===== src/rtl/cpu_io_port_pkg.sv =====
// Shared constants and helpers for the CPU I/O port: register offsets,
// default pin masks and the per-bit read-back selection.
package io_port_pkg;

    localparam int unsigned OFS_DDR  = 32'd0;
    localparam int unsigned OFS_DATA = 32'd1;

    localparam logic [7:0]  DEF_PULLUP_MASK  = 8'h3F;
    localparam logic [7:0]  DEF_FLOAT_MASK   = 8'hC0;
    localparam logic [19:0] DEF_DECAY_CYCLES = 20'd350000;

    // Value seen by the CPU for one bit of the DATA register.
    // Driven bits return the latch; floating bits return the decaying hold;
    // pulled-up inputs always read 1, plain inputs return the pin.
    function automatic logic port_read_bit(
        input logic ddr_b,
        input logic data_b,
        input logic float_b,
        input logic hold_b,
        input logic pullup_b,
        input logic pin_b
    );
        logic r;
        if (ddr_b) begin
            r = data_b;
        end else if (float_b) begin
            r = hold_b;
        end else begin
            r = pin_b | pullup_b;
        end
        return r;
    endfunction

endpackage


===== src/rtl/cpu_io_port_if.sv =====
// CPU-side bus between the core and the I/O port.
interface cpu_io_port_if #(
    parameter int ADDR_W = 16
);
    logic [ADDR_W-1:0] AB;
    logic [7:0]        DO;
    logic              WE;
    logic              RDY;
    logic [7:0]        DI;
    logic [7:0]        CPU_DI;

    modport master (
        output AB, DO, WE, RDY, DI,
        input  CPU_DI
    );

    modport slave (
        input  AB, DO, WE, RDY, DI,
        output CPU_DI
    );
endinterface


===== src/rtl/cpu_io_port_decay_bit.sv =====
// One floating port bit: remembers the last driven level for a limited
// number of cycles after the bit becomes an input, then decays to 0.
module io_port_decay_bit #(
    parameter int                 DECAY_W      = 20,
    parameter logic [DECAY_W-1:0] DECAY_CYCLES = DECAY_W'(20'd350000)
) (
    input  logic clk,
    input  logic reset,
    input  logic ddr_bit,
    input  logic data_bit,
    output logic hold
);

    localparam logic [DECAY_W-1:0] CNT_ONE  = DECAY_W'(1'b1);
    localparam logic [DECAY_W-1:0] CNT_ZERO = '0;

    logic [DECAY_W-1:0] cnt_d, cnt_q;
    logic               hold_d, hold_q;

    // Next-state: reload while driven, count down while floating, saturate at 0.
    always_comb begin
        cnt_d  = cnt_q;
        hold_d = hold_q;
        if (ddr_bit) begin
            hold_d = data_bit;
            cnt_d  = DECAY_CYCLES;
        end else if (cnt_q > CNT_ONE) begin
            cnt_d = cnt_q - CNT_ONE;
        end else if (cnt_q == CNT_ONE) begin
            cnt_d  = CNT_ZERO;
            hold_d = 1'b0;
        end else begin
            cnt_d  = cnt_q;
            hold_d = hold_q;
        end
    end

    // Counter and hold flops, cleared by reset even mid-decay.
    always_ff @(posedge clk) begin
        if (reset) begin
            cnt_q  <= CNT_ZERO;
            hold_q <= 1'b0;
        end else begin
            cnt_q  <= cnt_d;
            hold_q <= hold_d;
        end
    end

    assign hold = hold_q;

endmodule


===== src/rtl/cpu_io_port.sv =====
// On-chip CPU I/O port: DDR at BASE, DATA at BASE+1, registered read mux
// toward the core and registered pin drive with pull-ups and floating bits.
module cpu_io_port
    import io_port_pkg::*;
#(
    parameter int                 WIDTH        = 8,
    parameter int                 ADDR_W       = 16,
    parameter logic [ADDR_W-1:0]  BASE         = '0,
    parameter logic [WIDTH-1:0]   PULLUP_MASK  = WIDTH'(DEF_PULLUP_MASK),
    parameter logic [WIDTH-1:0]   FLOAT_MASK   = WIDTH'(DEF_FLOAT_MASK),
    parameter int                 DECAY_W      = 20,
    parameter logic [DECAY_W-1:0] DECAY_CYCLES = DECAY_W'(DEF_DECAY_CYCLES)
) (
    input  logic                  clk,
    input  logic                  reset,
    cpu_io_port_if.slave          bus,
    input  logic [WIDTH-1:0]      PI,
    output logic [WIDTH-1:0]      PO,
    output logic [WIDTH-1:0]      PD
);

    // Both addresses wrap modulo 2^ADDR_W, so BASE = all-ones puts DATA at 0.
    localparam logic [ADDR_W-1:0] DDR_ADDR  = BASE + ADDR_W'(OFS_DDR);
    localparam logic [ADDR_W-1:0] DATA_ADDR = BASE + ADDR_W'(OFS_DATA);

    logic             hit_ddr_s, hit_data_s;
    logic [WIDTH-1:0] ddr_d, ddr_q;
    logic [WIDTH-1:0] data_d, data_q;
    logic [WIDTH-1:0] po_d, po_q;
    logic [WIDTH-1:0] pd_d, pd_q;
    logic [7:0]       cpu_di_d, cpu_di_q;
    logic [WIDTH-1:0] hold_s;
    logic [WIDTH-1:0] rd_port_s;

    assign hit_ddr_s  = (bus.AB == DDR_ADDR);
    assign hit_data_s = (bus.AB == DATA_ADDR);

    // Floating bits get a decay cell; every other bit has a constant-0 hold.
    for (genvar i = 0; i < WIDTH; i++) begin : g_bit
        if (FLOAT_MASK[i]) begin : g_float
            io_port_decay_bit #(
                .DECAY_W      (DECAY_W),
                .DECAY_CYCLES (DECAY_CYCLES)
            ) u_decay (
                .clk      (clk),
                .reset    (reset),
                .ddr_bit  (ddr_q[i]),
                .data_bit (data_q[i]),
                .hold     (hold_s[i])
            );
        end else begin : g_fixed
            assign hold_s[i] = 1'b0;
        end
    end

    // Per-bit DATA read-back value.
    always_comb begin
        rd_port_s = '0;
        for (int i = 0; i < WIDTH; i++) begin
            rd_port_s[i] = port_read_bit(ddr_q[i], data_q[i], FLOAT_MASK[i],
                                         hold_s[i], PULLUP_MASK[i], PI[i]);
        end
    end

    // Register writes, read mux and pin drive next-state.
    always_comb begin
        ddr_d    = ddr_q;
        data_d   = data_q;
        cpu_di_d = cpu_di_q;
        if (bus.RDY && bus.WE) begin
            if (hit_ddr_s) begin
                ddr_d = bus.DO[WIDTH-1:0];
            end else if (hit_data_s) begin
                data_d = bus.DO[WIDTH-1:0];
            end else begin
                ddr_d  = ddr_q;
                data_d = data_q;
            end
        end else if (bus.RDY) begin
            case ({hit_ddr_s, hit_data_s})
                2'b10:   cpu_di_d = 8'(ddr_q);
                2'b01:   cpu_di_d = 8'(rd_port_s);
                default: cpu_di_d = bus.DI;
            endcase
        end else begin
            cpu_di_d = cpu_di_q;
        end
        po_d = (data_q & ddr_q) | (~ddr_q & PULLUP_MASK);
        pd_d = ddr_q;
    end

    // Port state flops; pins idle at the pull-up pattern after reset.
    always_ff @(posedge clk) begin
        if (reset) begin
            ddr_q    <= '0;
            data_q   <= '0;
            cpu_di_q <= 8'h00;
            po_q     <= PULLUP_MASK;
            pd_q     <= '0;
        end else begin
            ddr_q    <= ddr_d;
            data_q   <= data_d;
            cpu_di_q <= cpu_di_d;
            po_q     <= po_d;
            pd_q     <= pd_d;
        end
    end

    assign bus.CPU_DI = cpu_di_q;
    assign PO         = po_q;
    assign PD         = pd_q;

endmodule


===== src/flat_wrapper.sv =====
// flat-port wrapper written by rule: the top's interface ports become plain ports
module cpu_io_port_flat import io_port_pkg::*;
#(
    parameter int                 WIDTH        = 8,
    parameter int                 ADDR_W       = 16,
    parameter logic [ADDR_W-1:0]  BASE         = '0,
    parameter logic [WIDTH-1:0]   PULLUP_MASK  = WIDTH'(DEF_PULLUP_MASK),
    parameter logic [WIDTH-1:0]   FLOAT_MASK   = WIDTH'(DEF_FLOAT_MASK),
    parameter int                 DECAY_W      = 20,
    parameter logic [DECAY_W-1:0] DECAY_CYCLES = DECAY_W'(DEF_DECAY_CYCLES)
)
  (clk, reset, PI, PO, PD, bus_AB, bus_DO, bus_WE, bus_RDY, bus_DI, bus_CPU_DI);
  cpu_io_port_if #(.ADDR_W(ADDR_W)) bus_i ();
  input  logic clk;
  input  logic reset;
  input  logic [WIDTH-1:0] PI;
  output logic [WIDTH-1:0] PO;
  output logic [WIDTH-1:0] PD;
  input wire logic [$bits(bus_i.AB)-1:0] bus_AB;
  input wire logic [$bits(bus_i.DO)-1:0] bus_DO;
  input wire logic [$bits(bus_i.WE)-1:0] bus_WE;
  input wire logic [$bits(bus_i.RDY)-1:0] bus_RDY;
  input wire logic [$bits(bus_i.DI)-1:0] bus_DI;
  output wire logic [$bits(bus_i.CPU_DI)-1:0] bus_CPU_DI;
  assign bus_i.AB = bus_AB;
  assign bus_i.DO = bus_DO;
  assign bus_i.WE = bus_WE;
  assign bus_i.RDY = bus_RDY;
  assign bus_i.DI = bus_DI;
  assign bus_CPU_DI = bus_i.CPU_DI;
  cpu_io_port #(.WIDTH(WIDTH), .ADDR_W(ADDR_W), .BASE(BASE), .PULLUP_MASK(PULLUP_MASK), .FLOAT_MASK(FLOAT_MASK), .DECAY_W(DECAY_W), .DECAY_CYCLES(DECAY_CYCLES)) u_core (.clk(clk), .reset(reset), .bus(bus_i), .PI(PI), .PO(PO), .PD(PD));
endmodule

===== config.mk =====
export PLATFORM = sky130hd
export DESIGN_NAME = cpu_io_port_flat
export DESIGN_NICKNAME = d
export VERILOG_FILES = /design/src/rtl/cpu_io_port_pkg.sv /design/src/rtl/cpu_io_port_if.sv /design/src/rtl/cpu_io_port_decay_bit.sv /design/src/rtl/cpu_io_port.sv /design/src/flat_wrapper.sv
export SDC_FILE = /design/constraint.sdc
export NUM_CORES = 1
export LEC_CHECK = 0
export ABC_CLOCK_PERIOD_IN_PS = 5840
export BUFFER_PORTS_ARGS = -buffer_cell sky130_fd_sc_hd__buf_2
export CAP_MARGIN = 5
export CELL_PAD_IN_SITES_DETAIL_PLACEMENT = 1
export CELL_PAD_IN_SITES_GLOBAL_PLACEMENT = 1
export CORE_MARGIN = 2
export CORE_UTILIZATION = 40
export DETAILED_ROUTE_END_ITERATION = 10
export GPL_ROUTABILITY_DRIVEN = 0
export PLACE_DENSITY = 0.84
export SYNTH_ARGS = -nofsm -noshare
export SYNTH_HDL_FRONTEND = slang
export SYNTH_SLANG_ARGS = --single-unit

===== constraint.sdc =====
create_clock -name clk -period 5.84 [get_ports clk]
set_clock_uncertainty 0.05 [all_clocks]
set_input_delay 1.168 -clock clk [delete_from_list [all_inputs] [get_ports clk]]
set_output_delay 1.168 -clock clk [all_outputs]
set_load 0.005 [all_outputs]

# After elaboration in Yosys (flattened, before gate mapping)
# Index checks and enable logic that the tools add are counted.
# classes
mux	21
reduce_logical	15
n_eq_ne	7
n_lt_le_gt_ge	2
bitwise	5
add_sub_neg	2
# ops
op	n
20-bit 2-to-1 mux	4
20-bit by 1-bit equality test with 1-bit output (second input constant)	2
20-bit by 1-bit > comparator with 1-bit output (second input constant)	2
20-bit by 1-bit subtractor with 20-bit output (second input constant)	2
19-bit 2-to-1 mux	2
16-bit by 1-bit equality test with 1-bit output (second input constant)	1
16-bit logical NOT	1
8-bit case mux with 2 select lines	1
1-bit 2-to-1 mux	14
8-bit bitwise AND	1
8-bit by 6-bit bitwise OR with 8-bit output	1
2-bit AND reduction	4
2-bit nonzero test	4
6-bit NOT	1
3-bit nonzero test	2
2-bit by 1-bit != test with 1-bit output (second input constant)	2
2-bit OR reduction	2
3-bit AND reduction	1
2-bit by 1-bit equality test with 1-bit output (second input constant)	1
2-bit equality test (second input constant)	1
1-bit NOT	2
1-bit logical AND	1
# totals
inputBits	44
ff_bits	82

# Logic depth before layout (Yosys ltp)
# logic_depth
word_depth	4
ltp_mapped	11
depth_no_buf	10

# Hierarchy
# Synthesis repeated with hierarchy kept, for this count alone.
# unflattened
hier_cells	429
area_unflattened_um2	3962.6
# modules_own_cells
module	area_per_inst_um2	cells_each	n_inst
io_port_decay_bit	1193.6	129	2
cpu_io_port	1575.3	171	1

# Least setup slack after synthesis
# No wires, ideal clock.
# synth_timing
path_kind	input to register
from	input port bus_AB[5]
to	register u_core.cpu_di_q[4], in the netlist u_core.bus.CPU_DI[4]
n_path_buf	1
arrival_ps	2714
slack_ps	2944
required_time_ps	5658
path_stages	8
path_cell_list	nor4_1 -> and4_1 -> nand2_1 -> ha_1 -> clkbuf_1 -> clkinv_1 -> o211ai_1 -> a21oi_1
# synth_via
elab_chain_len	3
elab_cells_between_ends	5
cone_classes	eq/ne (3); mux (1); reduce/logical (1)
# synth_rtl
element	line_no	rtl
start: declaration	flat_wrapper.sv:19	input wire logic [$bits(bus_i.AB)-1:0] bus_AB;
16-bit by 1-bit equality test with 1-bit output / 16-bit logical NOT (equally long branches)	cpu_io_port.sv:36, cpu_io_port.sv:35	
2-bit by 1-bit equality test with 1-bit output / 2-bit equality test (equally long branches)	cpu_io_port.sv:80	case ({hit_ddr_s, hit_data_s})
8-bit case mux with 2 select lines (*)	cpu_io_port.sv:80	
end signal: assignment	cpu_io_port.sv:103	cpu_di_q <= cpu_di_d;
end: declaration	cpu_io_port.sv:31	logic [7:0] cpu_di_d, cpu_di_q;
# Mark *: on every way between the ends. The rest lies on a longest branch, timed or not.
# A chain may end at the register's enable or synchronous reset.

# Worst setup path after layout
# layout_timing
from	input port bus_AB[9]
to	register u_core.cpu_di_q[7], in the netlist u_core.bus.CPU_DI[7]
# The elaborated chain is that of the path after synthesis.

==> flow_metrics.py <==
metrics = {
    "status": {
        "status": "complete, no violations",
    },
    "global_routing": {
        "grt_max_degree": 41,
        "grt_pass1_wl_um": 15600,
        "grt_remaining_overflow": 0,
        "globalRouteTotalUtil": 0.199,
        "grt_pass1_vias": 3207,
        "antenna_found_initial": 0,
    },
    "worst_setup_path": {
        "crit_arrival_ns": 3.25,
        "critPathMaxStageDelay_ns": 0.49,
        "cp_slowest_cell": "ha_1",
        "start_kind": "input port",
        "crit_required_ns": 6.08,
        "critPathKind": "in -> reg",
        "cp_max_fo": 9,
        "worst_path_most_repeated_cell": "o211ai_1",
        "critPathCaptureType": "register",
        "path_cells": "buf_2 -> nor4_1 -> and4_1 -> nand2_1 -> ha_1 -> clkinv_1 -> o211ai_1 -> o211ai_1 -> a21oi_1",
    },
    "final_layout": {
        "final_nets": 512,
        "n_fill_cell": 1032,
        "n_antenna_cell": 0,
        "fin_cells": 575,
        "mostFrequentLayoutCells": "dfxtp_1, buf_2, nor2_1",
        "mostFrequentLayoutCell": "dfxtp_1",
        "layout-drive-gt1-share": 0.178,
        "final_util": 0.481,
        "final_area_um2": 4230,
        "synthToLayoutAreaGrowth_pct": 15.3,
    },
    "cts": {
        "cts.sinks": 82,
        "clkLatencyLatePin_ns": 0.37,
        "hold_buffers": 0,
        "cts_setup_buffers": 0,
        "cts_tree": "built",
        "ctsResizeCount": 0,
        "root_buffer": "clkbuf_8",
        "clkSlewWorstSetupHoldPaths_ns": 0.09,
        "cts_made_buffers": 9,
        "cts_max_level": 3,
        "clock_path_buffers": 2,
    },
    "drt": {
        "drc_errors": 0,
        "via_count": 3195,
        "antenna_left": 0,
        "drt_iter0_markers": 179,
        "dr.pass1.iters": 4,
        "wirelength_um": 9360,
        "via_per_inst": 5.56,
        "avgRoutedWirePerCell_um": 16.3,
    },
    "placed_design": {
        "io_buffers": 59,
        "place_inst": 559,
        "placed_cell_area_um2": 4030,
        "dp_slack_ns": 2.47,
        "place_hpwl_um": 6720,
    },
    "timing": {
        "whs_ns": 0.409,
        "setup_viol": 0,
        "rsz0062_at_grt": "false",
        "slew_viol_final": 0,
        "fmax_ghz": 0.332,
        "setup_slack_ns": 2.83,
        "hold_viol_final": 0,
        "max_slew.worst_pin.slew_ns": 1.08,
        "fin_crit_ns": 3.01,
        "relSlewSlack": 0.275,
        "period_share": 0.515,
        "fin_tns_setup_ns": 0,
    },
    "synth": {
        "synthesis.nets": 460,
        "synth.ff_latch_count": 82,
        "ys_warn_count": 0,
        "synth_top_area_cell": "dfxtp_1",
        "yosysSeqAreaShare": 0.447,
        "syn_avg_cell_area_um2": 8.96,
        "yosysUniqueCellTypes": 48,
        "ys.flop_type": "dfxtp_1",
        "ys_async_sr_fraction": 0,
        "postSynthCellCount": 410,
        "synth_area_um2": 3670,
        "synth_top_cell_area_share": 0.447,
        "synthTopCellsByArea": "dfxtp_1, nor2_1, xnor2_1",
        "synth_edf_count": 0,
    },
    "floorplanning": {
        "io_pins": 68,
        "core-area_um2": 8810,
        "die_x_um": 99.8,
        "die-area_um2": 9960,
        "die_h_um": 99.8,
        "fp-row-count": 34,
        "start_util": 0.417,
    },
    "power_and_ir_drop": {
        "p_total_mw": 2.10,
        "max-vdd-ir-drop_uv": 145,
        "powerDensity_nw_per_um2": 495,
        "power.leakage_nw": 1.73,
    },
    "run": {
        "drv_cap": 0,
    },
    "worst_hold_path": {
        "hold_path.class": "reg -> reg",
    },
}
power by group:
group	switching, mW	internal (mW)
clock network	0.232	0.207
registers	0.108	0.658
logic	0.542	0.352
cell families after synthesis:
kind of cell               after synthesis  share of synthesized area
and+or+nand+nor                        169                      0.250
DFF                                     82                      0.447
AOI/OAI and AO/OA                       76                      0.134
buffers and inverters                   32                     0.0354
xor gates and xnor gates                29                     0.0692
muxes                                   16                     0.0436
adders and majority gates                6                     0.0204
registers in the layout (all words and copies together), names as in the netlist:
signal                              flops
u_core.data_q                           8
u_core.g_bit.g_float.u_decay.cnt_q     40
u_core.bus.CPU_DI                       8
u_core.PD                               8
u_core.PO                               8
u_core.ddr_q                            8
u_core.g_bit.g_float.u_decay.hold       2
metal layers:
layer  track usage  vias up  routed length (µm)
met3        0.0390       14                 409
met1         0.240     1546                4020
li1              -     1555                   -
met2         0.347       80                4760
met5             0        -                   0
met4        0.0832        0                 164
critical path, delay by kind of cell:
family          cells  cell delay [ns]
compound gates      3             0.53
buf+inv             2             0.41
simple gates        3             0.66
fa+ha+maj           1             0.49
layout make-up:
type / count / area (µm²) / share of cell area
multi-input cells: 296 / 1900 / 0.449
flip-flops and latches: 82 / 1640 / 0.388
repair buffers: 59 / 295 / 0.0698
well taps: 108 / 135 / 0.0319
clock buffers: 9 / 124 / 0.0293
clock inverters: 7 / 83.8 / 0.0198
inverters: 14 / 52.6 / 0.0124
synth_stat cells, types with 2 or more instances:
master and count:
or3_1 6, ha_1 6, a221o_1 6, a21oi_1 27, nand2_1 24, or4_4 2, nor3_1 17, buf_2 2
o41ai_1 2, inv_1 13, o211ai_1 13, and4_1 5, nor2_1 49, o31ai_1 3, nor2b_1 7, or2_2 2
nand4_1 6, dfxtp_1 82, nand2b_1 18, nand3_1 5, a21o_1 2, and2_1 3, nor4_1 12, a211oi_1 4
mux2i_1 16, o21ai_0 12, xnor2_1 19, a31oi_1 2, xor2_1 10, clkbuf_1 15, nand3b_1 3
final timing paths:
kind	startpoint	end	slack, ns	cells after the start
worst max-delay path	bus_AB[9]	u_core.bus.CPU_DI[7]$_SDFFE_PP0P_	2.83	9
worst min-delay path	u_core.bus.CPU_DI[2]$_SDFFE_PP0P_	u_core.bus.CPU_DI[2]$_SDFFE_PP0P_	0.41	2
worst max register to register	u_core.g_bit[7].g_float.u_decay.cnt_q[4]$_SDFFE_PP0P_	u_core.g_bit[7].g_float.u_decay.hold$_SDFFE_PP0P_	3.29	5
worst min register to register	u_core.bus.CPU_DI[2]$_SDFFE_PP0P_	u_core.bus.CPU_DI[2]$_SDFFE_PP0P_	0.41	2
No activity file was read; power rests on OpenSTA's default activity.
